## config.mk

```make
export PLATFORM = sky130hd
export DESIGN_NAME = morse_tx_scheduler_flat
export DESIGN_NICKNAME = d
export VERILOG_FILES = /design/src/rtl/morse_tx_scheduler_pkg.sv /design/src/rtl/morse_tx_scheduler_if.sv /design/src/rtl/morse_tx_scheduler_symbol_timer.sv /design/src/rtl/morse_tx_scheduler.sv /design/src/flat_wrapper.sv
export SDC_FILE = /design/constraint.sdc
export NUM_CORES = 1
export LEC_CHECK = 0
export BUFFER_PORTS_ARGS = -buffer_cell sky130_fd_sc_hd__buf_2
export CORE_ASPECT_RATIO = 0.9
export CORE_MARGIN = 2
export CORE_UTILIZATION = 35
export CTS_BUF_LIST = sky130_fd_sc_hd__clkbuf_16
export DETAILED_ROUTE_END_ITERATION = 8
export PLACE_DENSITY_LB_ADDON = 0.05
export REMOVE_ABC_BUFFERS = 1
export SLEW_MARGIN = 15
export SYNTH_ARGS = -nofsm -noshare
export SYNTH_HDL_FRONTEND = slang
export SYNTH_SLANG_ARGS = --single-unit
export TNS_END_PERCENT = 20
```

## constraint.sdc

```tcl
create_clock -name clock -period 2.4 [get_ports clock]
set_clock_uncertainty 0.15 [all_clocks]
set_input_delay 0.72 -clock clock [delete_from_list [all_inputs] [get_ports clock]]
set_output_delay 0.72 -clock clock [all_outputs]
set_load 0.005 [all_outputs]
```

## src/rtl/morse_tx_scheduler_pkg.sv

```systemverilog
// Shared definitions for the Morse transmit scheduler: state encoding and
// the letter pattern/length tables for letters A..H.
package morse_pkg;

    typedef logic [1:0] state_t;

    localparam state_t IDLE = 2'd0;
    localparam state_t SEND = 2'd1;
    localparam state_t GAP  = 2'd2;

    localparam int PATTERN_W = 12;

    // On/off pattern, MSB first; only the leading morse_len() bits are sent.
    function automatic logic [11:0] morse_pattern(input logic [2:0] letter);
        logic [11:0] pattern;
        case (letter)
            3'd0:    pattern = 12'b1011_1000_0000; // A
            3'd1:    pattern = 12'b1110_1010_1000; // B
            3'd2:    pattern = 12'b1110_1011_1010; // C
            3'd3:    pattern = 12'b1110_1010_0000; // D
            3'd4:    pattern = 12'b1000_0000_0000; // E
            3'd5:    pattern = 12'b1010_1110_1000; // F
            3'd6:    pattern = 12'b1110_1110_1000; // G
            3'd7:    pattern = 12'b1010_1010_0000; // H
            default: pattern = 12'b0000_0000_0000;
        endcase
        return pattern;
    endfunction

    // Number of significant pattern bits for each letter.
    function automatic logic [3:0] morse_len(input logic [2:0] letter);
        logic [3:0] len;
        case (letter)
            3'd0:    len = 4'd5;
            3'd1:    len = 4'd9;
            3'd2:    len = 4'd11;
            3'd3:    len = 4'd7;
            3'd4:    len = 4'd1;
            3'd5:    len = 4'd9;
            3'd6:    len = 4'd9;
            3'd7:    len = 4'd7;
            default: len = 4'd1;
        endcase
        return len;
    endfunction

endpackage

```

## src/rtl/morse_tx_scheduler_if.sv

```systemverilog
// Request/grant handshake bundle between the two requesters and the scheduler.
interface morse_tx_scheduler_if;
    logic       Req0;
    logic [2:0] Letter0;
    logic       Req1;
    logic [2:0] Letter1;
    logic       Grant0;
    logic       Grant1;

    modport master (output Req0, Letter0, Req1, Letter1, input Grant0, Grant1);
    modport slave  (input Req0, Letter0, Req1, Letter1, output Grant0, Grant1);
endinterface

```

## src/rtl/morse_tx_scheduler_symbol_timer.sv

```systemverilog
// Symbol-rate down-counter: tick marks the last cycle of each symbol.
module morse_symbol_timer #(
    parameter int TICKS = 4
) (
    input  logic clock,
    input  logic Reset,
    input  logic enable,
    input  logic load,
    output logic tick
);

    localparam int            CW     = $clog2(TICKS);
    localparam logic [CW-1:0] RELOAD = CW'(TICKS - 1);
    localparam logic [CW-1:0] ZERO   = CW'(0);
    localparam logic [CW-1:0] ONE    = CW'(1);

    logic [CW-1:0] count_r;

    assign tick = enable && (count_r == ZERO);

    // Load a full symbol on request, otherwise count down and wrap on tick.
    always_ff @(posedge clock or posedge Reset) begin
        if (Reset) begin
            count_r <= ZERO;
        end else if (load) begin
            count_r <= RELOAD;
        end else if (enable) begin
            if (count_r == ZERO) begin
                count_r <= RELOAD;
            end else begin
                count_r <= count_r - ONE;
            end
        end else begin
            count_r <= count_r;
        end
    end

endmodule

```

## src/rtl/morse_tx_scheduler.sv

```systemverilog
// Two-requester Morse transmit scheduler: round-robin grant, MSB-first
// pattern shift at symbol rate, then a fixed inter-letter gap.
module morse_tx_scheduler
    import morse_pkg::*;
#(
    parameter int CLOCK_FREQUENCY = 50000000,
    parameter int GAP_SYMBOLS     = 3
) (
    input  logic                  clock,
    input  logic                  Reset,
    morse_tx_scheduler_if.slave   req_bus,
    input  logic                  Abort,
    output logic                  DotDashOut,
    output logic                  NewBitOut,
    output logic                  Busy
);

    localparam int                 TICKS    = CLOCK_FREQUENCY / 2;
    localparam int                 GAP_W    = (GAP_SYMBOLS > 1) ? $clog2(GAP_SYMBOLS + 1) : 1;
    localparam logic [GAP_W-1:0]   GAP_LOAD = GAP_W'(GAP_SYMBOLS);
    localparam logic [GAP_W-1:0]   GAP_ONE  = GAP_W'(1);
    localparam bit                 HAS_GAP  = (GAP_SYMBOLS > 0);

    state_t           state_r, state_s;
    logic [11:0]      shreg_r, shreg_s;
    logic [3:0]       bits_left_r, bits_left_s;
    logic [GAP_W-1:0] gap_left_r, gap_left_s;
    logic             prio1_r, prio1_s;     // 1: requester 1 wins a tie
    logic             winner_s;
    logic [2:0]       letter_s;
    logic             load_s, grant_s, shift_s, tick_s;
    logic             grant0_s, grant1_s, dotdash_s, newbit_s, busy_s;

    morse_symbol_timer #(.TICKS(TICKS)) u_timer (
        .clock  (clock),
        .Reset  (Reset),
        .enable (state_r != IDLE),
        .load   (load_s),
        .tick   (tick_s)
    );

    assign winner_s = (req_bus.Req0 && req_bus.Req1) ? prio1_r : req_bus.Req1;
    assign letter_s = winner_s ? req_bus.Letter1 : req_bus.Letter0;

    // State and datapath registers.
    always_ff @(posedge clock or posedge Reset) begin
        if (Reset) begin
            state_r     <= IDLE;
            shreg_r     <= 12'd0;
            bits_left_r <= 4'd0;
            gap_left_r  <= GAP_W'(0);
            prio1_r     <= 1'b0;
        end else begin
            state_r     <= state_s;
            shreg_r     <= shreg_s;
            bits_left_r <= bits_left_s;
            gap_left_r  <= gap_left_s;
            prio1_r     <= prio1_s;
        end
    end

    // Next-state logic: arbitration in IDLE, shifting in SEND, gap countdown.
    always_comb begin
        state_s     = state_r;
        shreg_s     = shreg_r;
        bits_left_s = bits_left_r;
        gap_left_s  = gap_left_r;
        prio1_s     = prio1_r;
        load_s      = 1'b0;
        grant_s     = 1'b0;
        shift_s     = 1'b0;
        case (state_r)
            IDLE: begin
                // Abort in IDLE suppresses any grant for that cycle.
                if (!Abort && (req_bus.Req0 || req_bus.Req1)) begin
                    grant_s     = 1'b1;
                    load_s      = 1'b1;
                    shreg_s     = morse_pattern(letter_s);
                    bits_left_s = morse_len(letter_s);
                    prio1_s     = ~winner_s;
                    state_s     = SEND;
                end else begin
                    state_s = IDLE;
                end
            end
            SEND: begin
                if (Abort) begin
                    state_s = IDLE;
                end else if (tick_s) begin
                    if (bits_left_r > 4'd1) begin
                        shift_s     = 1'b1;
                        shreg_s     = {shreg_r[10:0], 1'b0};
                        bits_left_s = bits_left_r - 4'd1;
                    end else if (HAS_GAP) begin
                        gap_left_s = GAP_LOAD;
                        state_s    = GAP;
                    end else begin
                        state_s = IDLE;
                    end
                end else begin
                    state_s = SEND;
                end
            end
            GAP: begin
                if (Abort) begin
                    state_s = IDLE;
                end else if (tick_s) begin
                    gap_left_s = gap_left_r - GAP_ONE;
                    state_s    = (gap_left_r == GAP_ONE) ? IDLE : GAP;
                end else begin
                    state_s = GAP;
                end
            end
            default: begin
                state_s = IDLE;
            end
        endcase
    end

    // Output decode from the next state so the outputs can be registered.
    always_comb begin
        grant0_s = grant_s && !winner_s;
        grant1_s = grant_s && winner_s;
        busy_s   = (state_s != IDLE);
        if (state_s == SEND) begin
            dotdash_s = shreg_s[11];
            newbit_s  = load_s || shift_s;
        end else begin
            dotdash_s = 1'b0;
            newbit_s  = 1'b0;
        end
    end

    // Output registers; cleared asynchronously so a reset mid-letter is immediate.
    always_ff @(posedge clock or posedge Reset) begin
        if (Reset) begin
            req_bus.Grant0 <= 1'b0;
            req_bus.Grant1 <= 1'b0;
            DotDashOut     <= 1'b0;
            NewBitOut      <= 1'b0;
            Busy           <= 1'b0;
        end else begin
            req_bus.Grant0 <= grant0_s;
            req_bus.Grant1 <= grant1_s;
            DotDashOut     <= dotdash_s;
            NewBitOut      <= newbit_s;
            Busy           <= busy_s;
        end
    end

endmodule

```

## src/flat_wrapper.sv

```systemverilog
// flat-port wrapper written by rule: the top's interface ports become plain ports
module morse_tx_scheduler_flat import morse_pkg::*;
#(
    parameter int CLOCK_FREQUENCY = 50000000,
    parameter int GAP_SYMBOLS     = 3
)
  (clock, Reset, Abort, DotDashOut, NewBitOut, Busy, req_bus_Req0, req_bus_Letter0, req_bus_Req1, req_bus_Letter1, req_bus_Grant0, req_bus_Grant1);
  morse_tx_scheduler_if req_bus_i ();
  input  logic clock;
  input  logic Reset;
  input  logic Abort;
  output logic DotDashOut;
  output logic NewBitOut;
  output logic Busy;
  input wire logic [$bits(req_bus_i.Req0)-1:0] req_bus_Req0;
  input wire logic [$bits(req_bus_i.Letter0)-1:0] req_bus_Letter0;
  input wire logic [$bits(req_bus_i.Req1)-1:0] req_bus_Req1;
  input wire logic [$bits(req_bus_i.Letter1)-1:0] req_bus_Letter1;
  output wire logic [$bits(req_bus_i.Grant0)-1:0] req_bus_Grant0;
  output wire logic [$bits(req_bus_i.Grant1)-1:0] req_bus_Grant1;
  assign req_bus_i.Req0 = req_bus_Req0;
  assign req_bus_i.Letter0 = req_bus_Letter0;
  assign req_bus_i.Req1 = req_bus_Req1;
  assign req_bus_i.Letter1 = req_bus_Letter1;
  assign req_bus_Grant0 = req_bus_i.Grant0;
  assign req_bus_Grant1 = req_bus_i.Grant1;
  morse_tx_scheduler #(.CLOCK_FREQUENCY(CLOCK_FREQUENCY), .GAP_SYMBOLS(GAP_SYMBOLS)) u_core (.clock(clock), .Reset(Reset), .req_bus(req_bus_i), .Abort(Abort), .DotDashOut(DotDashOut), .NewBitOut(NewBitOut), .Busy(Busy));
endmodule
```

== Word-level counts from Yosys, hierarchy flattened ==
Memory sizes are Yosys's and may differ from the RTL's.
Cells that the tools add are included.
Word-level totals
  register bits: 51
  bits in read-only memories: 96
  input port bits: 11
  memories: 2
Memory list
  (name not given): depth 8, bits a word 9, read ports 1, clocked after Yosys merged registers in 0, wr ports 0, RTL line morse_tx_scheduler_pkg.sv:16  | case (letter)
  (name not given): depth 8, bits a word 3, read ports 1, clocked after Yosys merged registers in 0, wr ports 0, RTL line morse_tx_scheduler_pkg.sv:33  | case (letter)
Operators by class
  add/subtract/negate cells: 3
  magnitude comparators: 1
  eq/ne operators: 11
  multiplexer cells: 37
  bitwise logic cells: 1
  reductions and logical operators: 19
Operators with widths (count)
  2-to-1 mux 25 bit: 3
  2-to-1 mux 12 bit: 4
  zero test 25 bit: 1
  subtractor 25 x 1 -> 25 bit, second input constant: 1
  case mux 12 bit (2 select lines): 1
  2-to-1 mux 2 bit: 11
  2-to-1 mux 4 bit: 4
  2-to-1 mux 1 bit: 10
  nonzero test 2 bit: 5
  inequality test 2 x 1 -> 1 bit, second input constant: 4
  case mux 4 bit (2 select lines): 1
  equality test 2 x 1 -> 1 bit, second input constant: 3
  inequality test 2 bit, second input constant: 3
  case mux 2 bit (3 select lines): 1
  AND reduction 6 bit: 1
  logical AND 1 bit: 5
  AND reduction 5 bit: 1
  greater-than comparator 4 x 1 -> 1 bit, second input constant: 1
  case mux 2 bit (2 select lines): 1
  subtractor 4 x 1 -> 4 bit, second input constant: 1
  2-to-1 mux 3 bit: 1
  equality test 2 bit, second input constant: 1
  zero test 1 bit: 2
  zero test 2 bit: 1
  other kinds (4): 5

== Longest topological paths before layout ==
Gate-level depths: netlist of run 1.
  depth in word-level cells: 7
  depth in mapped cells: 8
  mapped depth without buffers: 8

== By module ==
From an unflattened synthesis of run 1, not the netlist that was laid out.
Unflattened totals
  cell total of the unflattened synthesis: 287
  area, all modules: 2801.4 um2
By module, submodules not included
  morse_tx_scheduler: instances 1, cells an instance 143, area an instance 1426.4 um2, seq. area each 625.6 um2
  morse_symbol_timer: instances 1, cells an instance 144, area an instance 1375.1 um2, seq. area each 625.6 um2

== Worst setup path after synthesis of run 1 ==
No wires, ideal clock.
  path type: input to register
  start: input port req_bus_Req0
  end: register u_core.bits_left_r[2]
  library setup time: 0.086 ns
  arrival: 2.087 ns
  data required time: 2.164 ns
  path slack: 0.077 ns
  cell stages on the path: 8
  path buffers: 0
  path through: nand2b_1 > nand2_1 > mux2_2 > inv_1 > ha_1 > a311oi_1 > a211oi_1 > nor3_1
On the way
  longest elaborated chain between the ends: 6
  elaborated cells between the ends (all ways): 10
  those cells by class: eq/ne (1); mux (4); reduce/logical (4); memory (1)
Ends and longest elaborated chain
  start: declaration: RTL line flat_wrapper.sv:15  | input wire logic [$bits(req_bus_i.Req0)-1:0] req_bus_Req0;
  logical AND 1 bit: RTL line morse_tx_scheduler.sv:42  | assign winner_s = (req_bus.Req0 && req_bus.Req1) ? prio1_r : req_bus.Req1;
  2-to-1 mux 1 bit: RTL line morse_tx_scheduler.sv:42
  2-to-1 mux 3 bit: RTL line morse_tx_scheduler.sv:43  | assign letter_s = winner_s ? req_bus.Letter1 : req_bus.Letter0;
  memory read (8 x 3 bit)
  2-to-1 mux 4 bit: RTL line morse_tx_scheduler.sv:75  | if (!Abort && (req_bus.Req0 || req_bus.Req1)) begin
  case mux 4 bit (2 select lines): RTL line morse_tx_scheduler.sv:72  | case (state_r)
  end signal: assignment: RTL line morse_tx_scheduler.sv:56  | bits_left_r <= bits_left_s;
  end: declaration: RTL line morse_tx_scheduler.sv:26  | logic [3:0] bits_left_r, bits_left_s;
Parallel ways exist; a longest one is shown, timed or not. The select of a mux whose other input is x is not followed.
A chain may end at the register's enable or synchronous reset.

== Worst setup path after layout of run 1 ==
  start: register u_core.u_timer.count_r[8]
  end: register u_core.u_timer.count_r[23]
On the way
  longest elaborated chain between the ends: 4
  elaborated cells between the ends (all ways): 5
  those cells by class: add/sub (1); mux (3); reduce/logical (1)
Ends and longest elaborated chain
  start: declaration: RTL line morse_tx_scheduler_symbol_timer.sv:17  | logic [CW-1:0] count_r;
  start signal: assignment: RTL line morse_tx_scheduler_symbol_timer.sv:31  | count_r <= count_r - ONE;
  start signal: assignment: RTL line morse_tx_scheduler_symbol_timer.sv:34  | count_r <= count_r;
  subtractor 25 x 1 -> 25 bit or zero test 25 bit (tied branches): RTL line morse_tx_scheduler_symbol_timer.sv:31, morse_tx_scheduler_symbol_timer.sv:28
  2-to-1 mux 25 bit (*): RTL line morse_tx_scheduler_symbol_timer.sv:28  | if (count_r == ZERO) begin
  2-to-1 mux 25 bit (*): RTL line morse_tx_scheduler_symbol_timer.sv:27  | end else if (enable) begin
  2-to-1 mux 25 bit (*): RTL line morse_tx_scheduler_symbol_timer.sv:25  | end else if (load) begin
Every way passes the cells marked *; elsewhere a longest branch is shown, timed or not. The select of a mux whose other input is x is not followed.

==> summary.md, run 1 <==
| Metric | Value |
|---|---|
| Run status | completed |
| Top post-synthesis cells by count | 50 x dfrtp_1, 33 x nand2_1, 22 x nor2_1 |
| H-tree depth | 2 |
| Crit path launch type | flop |
| Synth top area cells | dfrtp_1 46%, nand2_1 4.6%, ha_1 4.2%, a221o_1 3.3%, nor4_2 3.2% |
| CTS buffer count | 5 |
| CTS root buf | clkbuf_16 |
| Initial antenna violation count | 0 |
| RSZ-0062 raised after global routing | false |
| Post-synth design cell area | about 2700 um^2 |
| Crit path launch | u_core.u_timer.count_r[8] |
| Post-synth top area share | 46.4% |
| Total of max-cap violations | 0 |
| Worst path arrival time | 2240 ps |
| CTS tree | built |
| Post-synth EDFFs | 0 |
| Yosys cell types | 53 |
| CP Capture Type | flop |
| Count leader, synth | dfrtp_1 |
| Slew margin rel. | between 60% and 70% |
| Slowest-stage cell, CP | dfrtp_1 |
| Crit path largest cell delay | roughly 450 ps |
| Cts hold-fix bufs | 0 |
| Final setup TNS | 0 ps |
| Worst path cell trace | nor4_2 > nand3_2 > buf_4 > o21a_1 > a41oi_1 > a31oi_1 |
| Largest net degree at the start of global routing | 51 |
| Clock period minus worst slack | about 2200 ps |
| Fill cells | around 750 |
| Worst-margin pin slew | roughly 470 ps |
| Area Growth Syn to Fin | 18.6% |
| Die Height | 87.3 um |
| Die Wd | approximately 97 um |
| Post-Layout Cell Count | roughly 400 |
| Fin. max-slew vios | 0 |
| Synth Flop Type | dfrtp_1 |
| Design Power | 2.23 mW |
| Port Buffer Count | 15 |
| DR WL/cell | 14.8 um |
| Initial DRT Pass Iterations | 4 |
| Final Util | between 40% and 50% |
| DRT Wirelength | slightly below 6000 um |
| Initial drt markers | 58 |
| Cell total after placement | about 390 |
| Core box area | 7510 um^2 |
| I/O pin total | 16 |
| Max Root-Sink Buffers | 2 |
| GRT overflow | 0 |
| Clk slew on worst S/H paths | ~70 ps |
| Pwr dens | 696 nW/um^2 |
| Min-delay worst type | in -> async |
| Ant. Diodes | 0 |
| Required @ worst endpoint | approximately 2400 ps |
| Register area share after synthesis | a little under half |
| Residual DRC | 0 |
| Vias/cell | between 5 and 6 |
| Via count of the routed design | between 2k and 2.5k |
| GRT Overall Usage | approximately 16% |
| Crit-path max FO | 10 |
| #FFs+latches synth | 50 |
| Synth Area per Inst | slightly above 10 um^2 |
| Crit share post-route | between 90 and 100% |
| Yosys warning count | 0 |
| RePlAce Congestion | between 0.7 and 0.8 |
| Synth async-reset ratio | 100% |
| First-pass GRT wire length | 10,400 um |
| FP Rows | 30 |
| Area leader, netlist | dfrtp_1 |
| LEAKAGE | around 1.3 nW |
| Routed Antenna Nets | 0 |
| Sink Count | 50 |
| Initial Util | 35.9% |
| Nets | roughly 320 |
| Final setup fails | 0 |
| Layout cells sized above 1 | 22.3% |
| Cells after synthesis | ~270 |
| Post-CTS setup repair buffer count | 0 |
| Fmax | 450 MHz |
| Crit Path Class | reg -> reg |
| Worst IR Drop VDD | 0.302 mV |
| Clock Latency Late Sink | between 200 and 300 ps |
| Vias in the first global route | between 2k and 2.5k |
| Final hold violation count | 0 |
| DP Wirelength | 4300 um |
| Die area | between 8000 and 9000 um^2 |
| Worst r2r src | u_core.u_timer.count_r[8] |
-- layout make-up --
type	instances	area [um^2]	share of cell area, %
Timing Repair Buffer	39	280	8.76
Clock inverter	3	16.3	0.509
Sequential cell	50	1250	39.1
Tap cell	96	120	3.76
Inverter	12	45.0	1.41
Multi-Input combinational cell	196	1360	42.5
Clock buffer	5	125	3.91
-- routing by layer --
layer	routed length [um]	vias up	global-route usage, %
met5	0	-	0
met4	54	0	4.23
met3	155	5	2.60
met2	2720	27	25.3
met1	3020	1013	22.7
li1	-	1040	-
-- kinds of logic (layout without fill, tap and decap cells) --
family | count (synthesis) | count (layout) | synth area share (%)
and+or+nand+nor | 109 | 109 | 23.2
AOI/OAI and AO/OA | 56 | 56 | 15.4
DFF | 50 | 50 | 46.4
buffers and inverters | 19 | 59 | 3.34
xor gates and xnor gates | 16 | 16 | 5.20
adders and majority gates | 9 | 9 | 4.18
muxes | 6 | 6 | 2.27
-- cells in the final DEF, fill, tap and decap left out, types with 7 or more instances in the layout --
| master | Yosys | final |
|---|---|---|
| dfrtp_1 | 50 | 50 |
| nand2_1 | 33 | 33 |
| nor2_1 | 22 | 22 |
| buf_4 | 0 | 22 |
| buf_2 | 3 | 15 |
| inv_1 | 12 | 11 |
| nor3_1 | 10 | 10 |
| xnor2_1 | 10 | 10 |
| a221o_1 | 9 | 9 |
| ha_1 | 9 | 9 |
| a21oi_1 | 8 | 8 |
| nor4_2 | 7 | 7 |
| nand3_1 | 7 | 7 |
-- report_power, final --
| group | switching (mW) | total, mW | internal [mW] |
|---|---|---|---|
| clock | 0.309 | 0.690 | 0.381 |
| sequential | 0.0974 | 1.06 | 0.960 |
| combinational | 0.251 | 0.478 | 0.227 |
| total | 0.657 | 2.23 | 1.57 |
-- worst max-delay path: cells and delay by family (launching register included) --
kind | cells | cell delay, ps
AO/OA/AOI/OAI | 3 | 630
AND/OR/NAND/NOR | 2 | 610
flip-flops | 1 | 450
buffers and inverters | 1 | 260
-- state kept, by name, indices dropped and copies added, names as in the netlist --
signal                  count
u_core.shreg_r             11
u_core.u_timer.count_r     25
u_core.gap_left_r           2
u_core.NewBitOut            1
u_core.bits_left_r          4
u_core.req_bus.Grant0       1
u_core.req_bus.Grant1       1
u_core.DotDashOut           1
u_core.Busy                 1
u_core.prio1_r              1
u_core.state_r              2
-- through the flow --
step           hold WS, ps  setup WS [ps]  instance area [um^2]
2_1_floorplan          300           77.7                  2650
3_3_place_gp           316           6.60                  3050
3_5_place_dp           318          -19.4                  3050
4_1_cts                331            122                  3190
5_1_grt                336           7.02                  3200
6_report               316            176                  3200
-- final timing paths --
kind                       cells past startpoint                         end  slack [ps]
setup / recovery                               6  u_core.u_timer.count_r[23]         180
hold / removal                                 3           u_core.shreg_r[8]         320
setup reg to reg                               6  u_core.u_timer.count_r[23]         180
hold reg to reg                                1           u_core.shreg_r[1]         330
max in group asynchronous                      3          u_core.shreg_r[11]        1540
min in group clock                             1           u_core.shreg_r[1]         330
-- what timing repair did --
action | CTS | global route
gates resized for setup | 0 | 1
hold endpoints to repair | 0 | 0
endpoints found under the setup margin | 0 | 1
(Power assumes the default switching activity.)
==> run 2: changes to the inputs <==
--- a/config.mk
+++ b/config.mk
@@ -6,14 +6,14 @@
 export NUM_CORES = 1
 export LEC_CHECK = 0
 export BUFFER_PORTS_ARGS = -buffer_cell sky130_fd_sc_hd__buf_2
-export CORE_ASPECT_RATIO = 0.9
+export CORE_ASPECT_RATIO = 1.2
 export CORE_MARGIN = 2
-export CORE_UTILIZATION = 35
+export CORE_UTILIZATION = 40
 export CTS_BUF_LIST = sky130_fd_sc_hd__clkbuf_16
 export DETAILED_ROUTE_END_ITERATION = 8
 export PLACE_DENSITY_LB_ADDON = 0.05
 export REMOVE_ABC_BUFFERS = 1
-export SLEW_MARGIN = 15
+export SLEW_MARGIN = 20
 export SYNTH_ARGS = -nofsm -noshare
 export SYNTH_HDL_FRONTEND = slang
 export SYNTH_SLANG_ARGS = --single-unit
==> summary.md, run 2 (same netlist as run 1, synthesis figures left out) <==
| Metric | Value |
|---|---|
| Crit path largest cell delay | roughly 430 ps |
| Initial drt markers | 89 |
| Sink Count | 50 |
| Initial DRT Pass Iterations | 4 |
| Core box area | ~6500 um^2 |
| GRT Overall Usage | around 18% |
| Final hold violation count | 0 |
| R2R depth | 5 |
| DP Wirelength | 4140 um |
| LEAKAGE | ~1.3 nW |
| Worst setup margin | ~240 ps |
| Largest net degree at the start of global routing | 45 |
| Max FFs per register | 25 |
| Slew margin rel. | a little over three fifths |
| Crit share post-route | approximately nine tenths |
| Cts hold-fix bufs | 0 |
| Setup WS pre-CTS | -49.7 ps |
| Worst path arrival time | 2180 ps |
| Max Root-Sink Buffers | 2 |
| First-pass GRT wire length | between 10,000 and 15,000 um |
| Clk slew on worst S/H paths | roughly 70 ps |
| Clock period minus worst slack | around 2200 ps |
| Nets | 320 |
| Routed Antenna Nets | 0 |
| H-tree depth | 2 |
| Area Growth Syn to Fin | 17.0% |
| Post-route cell area | 3150 um^2 |
| Fin. max-slew vios | 0 |
| Run status | completed |
| Ant. Diodes | 0 |
| Die Wd | 79.0 um |
| Cell Area, Placed | ~3000 um^2 |
| Min-delay worst type | in -> async |
| PostCTS Resize Cnt | 0 |
| Final setup fails | 0 |
| Crit path launch type | flop |
| RePlAce Congestion | ~0.79 |
| CTS buffer count | 5 |
| DRT Wirelength | roughly 5800 um |
| Die area | roughly 7400 um^2 |
| Clock Latency Late Sink | about 290 ps |
| I/O pin total | 16 |
| Port Buffer Count | 15 |
| DR WL/cell | between 10 and 15 um |
| Worst-margin pin slew | about 560 ps |
| R2R setup slack | ~240 ps |
| Reg2reg end | u_core.shreg_r[3] |
| Fmax | between 400 and 500 MHz |
| Vias in the first global route | between 2k and 2.5k |
| Worst r2r src | u_core.u_timer.count_r[5] |
| Buf/Inv on CP | 0 |
| CTS tree | built |
| CP top delay family | simple AND/OR/NAND/NOR gates |
| FP Rows | 32 |
| Worst IR Drop VDD | between 0.3 and 0.4 mV |
| Vias/cell | 5.33 |
| RSZ-0062 raised after global routing | false |
| Post-CTS setup repair buffer count | 0 |
| Biggest regs | u_core.u_timer.count_r: 25 flops, u_core.shreg_r: 11 flops, u_core.bits_left_r: 4 flops |
| Crit-path max FO | 13 |
| Crit Path Class | reg -> reg |
| Slowest-stage cell, CP | dfrtp_1 |
| Layout cells sized above 1 | between 20% and 30% |
| Final setup TNS | 0 ps |
| Initial antenna violation count | 0 |
| Initial Util | around two fifths |
| Residual DRC | 0 |
| Commonest non-fill, non-tap cell in the layout | dfrtp_1 |
| Most flops, register | u_core.u_timer.count_r |
| Die Height | 93.9 um |
| GRT overflow | 0 |
| Pwr dens | 703 nW/um^2 |
| CTS root buf | clkbuf_16 |
| Most frequent cells in the layout | 50 x dfrtp_1, 33 x nand2_1, 22 x nor2_1 |
| Worst path cell trace | nor4_2 > nand3_2 > nor3_2 > o21ai_2 > a221o_1 |
| Hold Slack | ~170 ps |
| Required @ worst endpoint | 2420 ps |
| Via count of the routed design | between 2k and 2.5k |
| Total of max-cap violations | 0 |
| CP Capture Type | flop |
[run 2: worst max-delay path by stage]
stage / from / end / cells past startpoint
global placement: req_bus_Req0 / u_core.bits_left_r[2] / 9
detailed placement: req_bus_Req0 / u_core.bits_left_r[2] / 9
CTS: u_core.u_timer.count_r[0] / u_core.shreg_r[3] / 7
global route: u_core.u_timer.count_r[18] / u_core.shreg_r[3] / 5
finish: u_core.u_timer.count_r[5] / u_core.shreg_r[3] / 5
floorplan: req_bus_Req0 / u_core.bits_left_r[2] / 8
[run 2: area by class of cell]
type                            instances  area (um^2)
Inverter                               12         45.0
Clock inverter                          3         16.3
Clock buffer                            5          125
Tap cell                               85          106
Timing Repair Buffer                   35          250
Multi-Input combinational cell        196         1360
Sequential cell                        50         1250
Fill cell                             630         3330
[run 2: per-stage QoR]
step / utilization [%] / cells / power (mW)
after detailed placement: 46.4 / 378 / 1.54
after floorplan: - / 258 / 1.36
after CTS: 48.6 / 386 / 2.24
after global routing: 48.6 / 386 / 2.35
after global placement: 46.4 / 378 / 1.53
final: 48.6 / 386 / 2.22
[run 2: power by group]
part / leakage [nW] / switching (mW) / internal [mW]
Clock: 0.0672 / 0.319 / 0.382
Combinational: 0.645 / 0.240 / 0.217
Sequential: 0.574 / 0.101 / 0.960
Total: 1.29 / 0.660 / 1.56
[run 2: per-layer routing]
metal | track usage, % | part of all wire [%]
met3 | 2.60 | 2.8
met1 | 23.6 | 46
met5 | 0 | 0
met2 | 30.4 | 50
met4 | 5.17 | 1.2
==> run 3: changes to the inputs <==
--- a/config.mk
+++ b/config.mk
@@ -16,5 +16,6 @@
 export SLEW_MARGIN = 20
 export SYNTH_ARGS = -nofsm -noshare
 export SYNTH_HDL_FRONTEND = slang
+export SYNTH_HIERARCHICAL = 1
 export SYNTH_SLANG_ARGS = --single-unit
 export TNS_END_PERCENT = 20
==> summary.md, run 3 <==
| Metric | Value |
|---|---|
| Area Growth Syn to Fin | 30.9% |
| Synth Area per Inst | around 9.8 um^2 |
| Slew margin rel. | between 60 and 70% |
| Largest family of logic cells by synthesized area | simple AND/OR/NAND/NOR gates |
| Crit path launch type | flop |
| H-tree depth | 2 |
| Die Height | 95.7 um |
| Routed Antenna Nets | 0 |
| Die Wd | about 80 um |
| DRT Wirelength | between 6000 and 7000 um |
| Crit path launch | u_core/u_timer/count_r[11] |
| Initial drt markers | 118 |
| Total of max-cap violations | 0 |
| Sink Count | 50 |
| CTS tree | built |
| Initial antenna violation count | 0 |
| Flop pwr share | 45.7% |
| Failing checks | setup timing |
| Register area share after synthesis | between 40% and 50% |
| Worst path arrival time | approximately 2700 ps |
| Most flops, register | u_core/u_timer/count_r |
| FP Rows | 33 |
| DP Wirelength | approximately 5000 um |
| Residual DRC | 0 |
| Crit Path Class | reg -> reg |
| Setup WS pre-CTS | -606 ps |
| Final setup TNS | -5780 ps |
| Final setup fails | 45 |
| Cell total after placement | 441 |
| CTS root buf | clkbuf_16 |
| Cells after synthesis | 287 |
| Top post-synthesis cells by count | 50 x dfrtp_1, 23 x nor2_1, 19 x nand2_1 |
| Initial Util | 41.1% |
| Simple-Gate Fraction of Synth Area | roughly a quarter |
| Synth top area cells | dfrtp_1 45%, ha_1 3.6%, nor2_1 3.1%, nand2_1 2.5%, a21oi_1 2.5% |
| Hold Slack | between 300 and 400 ps |
| Run status | finished with violations |
| Vias in the first global route | between 2k and 2.5k |
| Compound-Gate Fraction of Synth Area | between 10% and 20% |
| Layout cells sized above 1 | between 30% and 40% |
| Nets | roughly 380 |
| Post-synthesis mux area share | roughly 1.5% |
| Core box area | between 6000 and 7000 um^2 |
| DR WL/cell | between 10 and 15 um |
| Most frequent cells in the layout | 62 x buf_4, 50 x dfrtp_1, 23 x nor2_1 |
| Worst path cell trace | or4_4 > or4b_4 > nor3_4 > nor2b_4 > o311a_4 > nor2_4 > a221o_1 |
| Crit-path max FO | 11 |
| Clock Latency Late Sink | roughly 290 ps |
| Die area | just under 8000 um^2 |
| Required @ worst endpoint | between 2000 and 2500 ps |
| Worst r2r src | u_core/u_timer/count_r[11] |
| Synth async-reset ratio | between 90% and 100% |
| Internal Power | around 1.6 mW |
| Switching Share | 28.5% |
| Commonest non-fill, non-tap cell in the layout | buf_4 |
| GRT overflow | 0 |
| R2R setup slack | -290 ps |
| I/O pin total | 16 |
| Post-route cell area | between 3000 and 4000 um^2 |
| Xor and xnor area share after synthesis | about 2.8% |
| RePlAce Congestion | 0.806 |
| LEAKAGE | approximately 1.6 nW |
| Via count of the routed design | 2,493 |
| Port Buffer Count | 15 |
| Cell Area, Placed | roughly 3400 um^2 |
| Ant. Diodes | 0 |
| Min-delay worst type | in -> async |
| First-pass GRT wire length | 11,600 um |
| CTS buffer count | 5 |
| GRT Overall Usage | between 10% and 20% |
| Clock power share | ~31% |
| Crit path largest cell delay | 580 ps |
| Final hold violation count | 0 |
| Post-synth top area share | 44.7% |
| Fin. max-slew vios | 0 |
| Critical Path Sink | u_core/shreg_r[3] |
| Area leader, netlist | dfrtp_1 |
| Post-synth design cell area | 2800 um^2 |
| Pwr dens | between 500 and 600 nW/um^2 |
| #FFs+latches synth | 50 |
| CP Capture Type | flop |
| Reg2reg end | u_core/shreg_r[3] |
| Biggest regs | u_core/u_timer/count_r: 25 flops, u_core/shreg_r: 11 flops, u_core/bits_left_r: 4 flops |
| Vias/cell | 5.50 |
| Yosys warning count | 6 |
| Post-Layout Cell Count | roughly 450 |
| Synth Flop Type | dfrtp_1 |
| Switching Power | approximately 0.63 mW |
| Largest net degree at the start of global routing | 26 |
| Yosys cell types | 57 |
| RSZ-0062 raised after global routing | true |
| Clock period minus worst slack | ~2700 ps |
| Max Root-Sink Buffers | 2 |
| Cts hold-fix bufs | 0 |
| Worst setup margin | -294 ps |
| Count leader, synth | dfrtp_1 |
| Synth Area in Adders | 3.57% |
| Combinational power share | 23.1% |
| Slowest-stage cell, CP | or4b_4 |
| Initial DRT Pass Iterations | 6 |
| Max FFs per register | 25 |
| Worst-margin pin slew | 493 ps |
| R2R depth | 7 |
| Crit share post-route | 112% |
| Post-synth EDFFs | 0 |
| Fmax | roughly 370 MHz |
| Worst IR Drop VDD | 0.322 mV |
| Clk slew on worst S/H paths | 60 ps |
-- run 3: cell types whose count changed after synthesis, moves of 5 or more --
cell	previous run	this run
a21oi_1	8	14
nand2_1	33	19
nand3_1	7	14
nor4_2	7	0
o21ai_0	3	10
o31ai_1	1	6
or3_1	4	10
or4_1	2	9
xnor2_1	10	4
-- run 3: worst min-delay path by stage --
stage	depth (start not counted)	startpoint	end
after floorplan	1	u_core/shreg_r[1]	u_core/shreg_r[1]
after global placement	1	u_core/shreg_r[1]	u_core/shreg_r[1]
after global routing	1	u_core/shreg_r[1]	u_core/shreg_r[1]
final	3	Reset	u_core/NewBitOut
after CTS	1	u_core/shreg_r[1]	u_core/shreg_r[1]
after detailed placement	1	u_core/shreg_r[1]	u_core/shreg_r[1]
-- run 3: repair_timing --
action / CTS / global route
cloned: 0 / 0
resized for setup: 14 / 5
setup endpoints to repair: 44 / 45
pin swaps: 7 / 5
buffers inserted: 4 / 0
-- run 3: area by class of cell --
type	count	area [um^2]
Inverter	15	68.8
Sequential cell	50	1250
Fill cell	645	3150
Clock buffer	5	125
Multi-Input combinational cell	209	1470
Timing Repair Buffer	84	628
Clock inverter	3	12.5
Tap cell	87	109
-- run 3: routing by layer --
metal | routed length (um) | GRT usage [%] | share of wire [%]
met5 | 0 | 0 | 0
met4 | 106 | 5.51 | 1.6
met1 | 3030 | 24.1 | 45
met3 | 180 | 2.84 | 2.7
met2 | 3420 | 35.1 | 51
-- run 3: worst max-delay path, delay by kind of cell (launching register included) --
family | cells | cell delay, ps
flops | 1 | 370
simple gates | 5 | 1550
compound gates | 2 | 510
-- run 3: stage by stage --
step / power, mW / util, %
finish: 2.19 / 53.8
floorplan: 1.29 / -
global route: 2.33 / 53.8
detailed placement: 1.51 / 50.1
global placement: 1.51 / 50.1
CTS: 2.21 / 53.5
-- run 3: power groups by stage --
stage / registers [mW] / logic (mW) / clock network, mW
finish: 1.00 / 0.507 / 0.683
global route: 1.02 / 0.566 / 0.748
CTS: 1.00 / 0.508 / 0.697
detailed placement: 1.02 / 0.497 / 0
global placement: 1.02 / 0.493 / 0
floorplan: 1.01 / 0.278 / 0
-- run 3: cells by family after synthesis --
family,after synthesis
AO/OA/AOI/OAI,67
XOR/XNOR,9
adder cells (fa/ha/maj),8
buffers and inverters,28
flip-flops,50
multiplexers,4
AND/OR/NAND/NOR,121
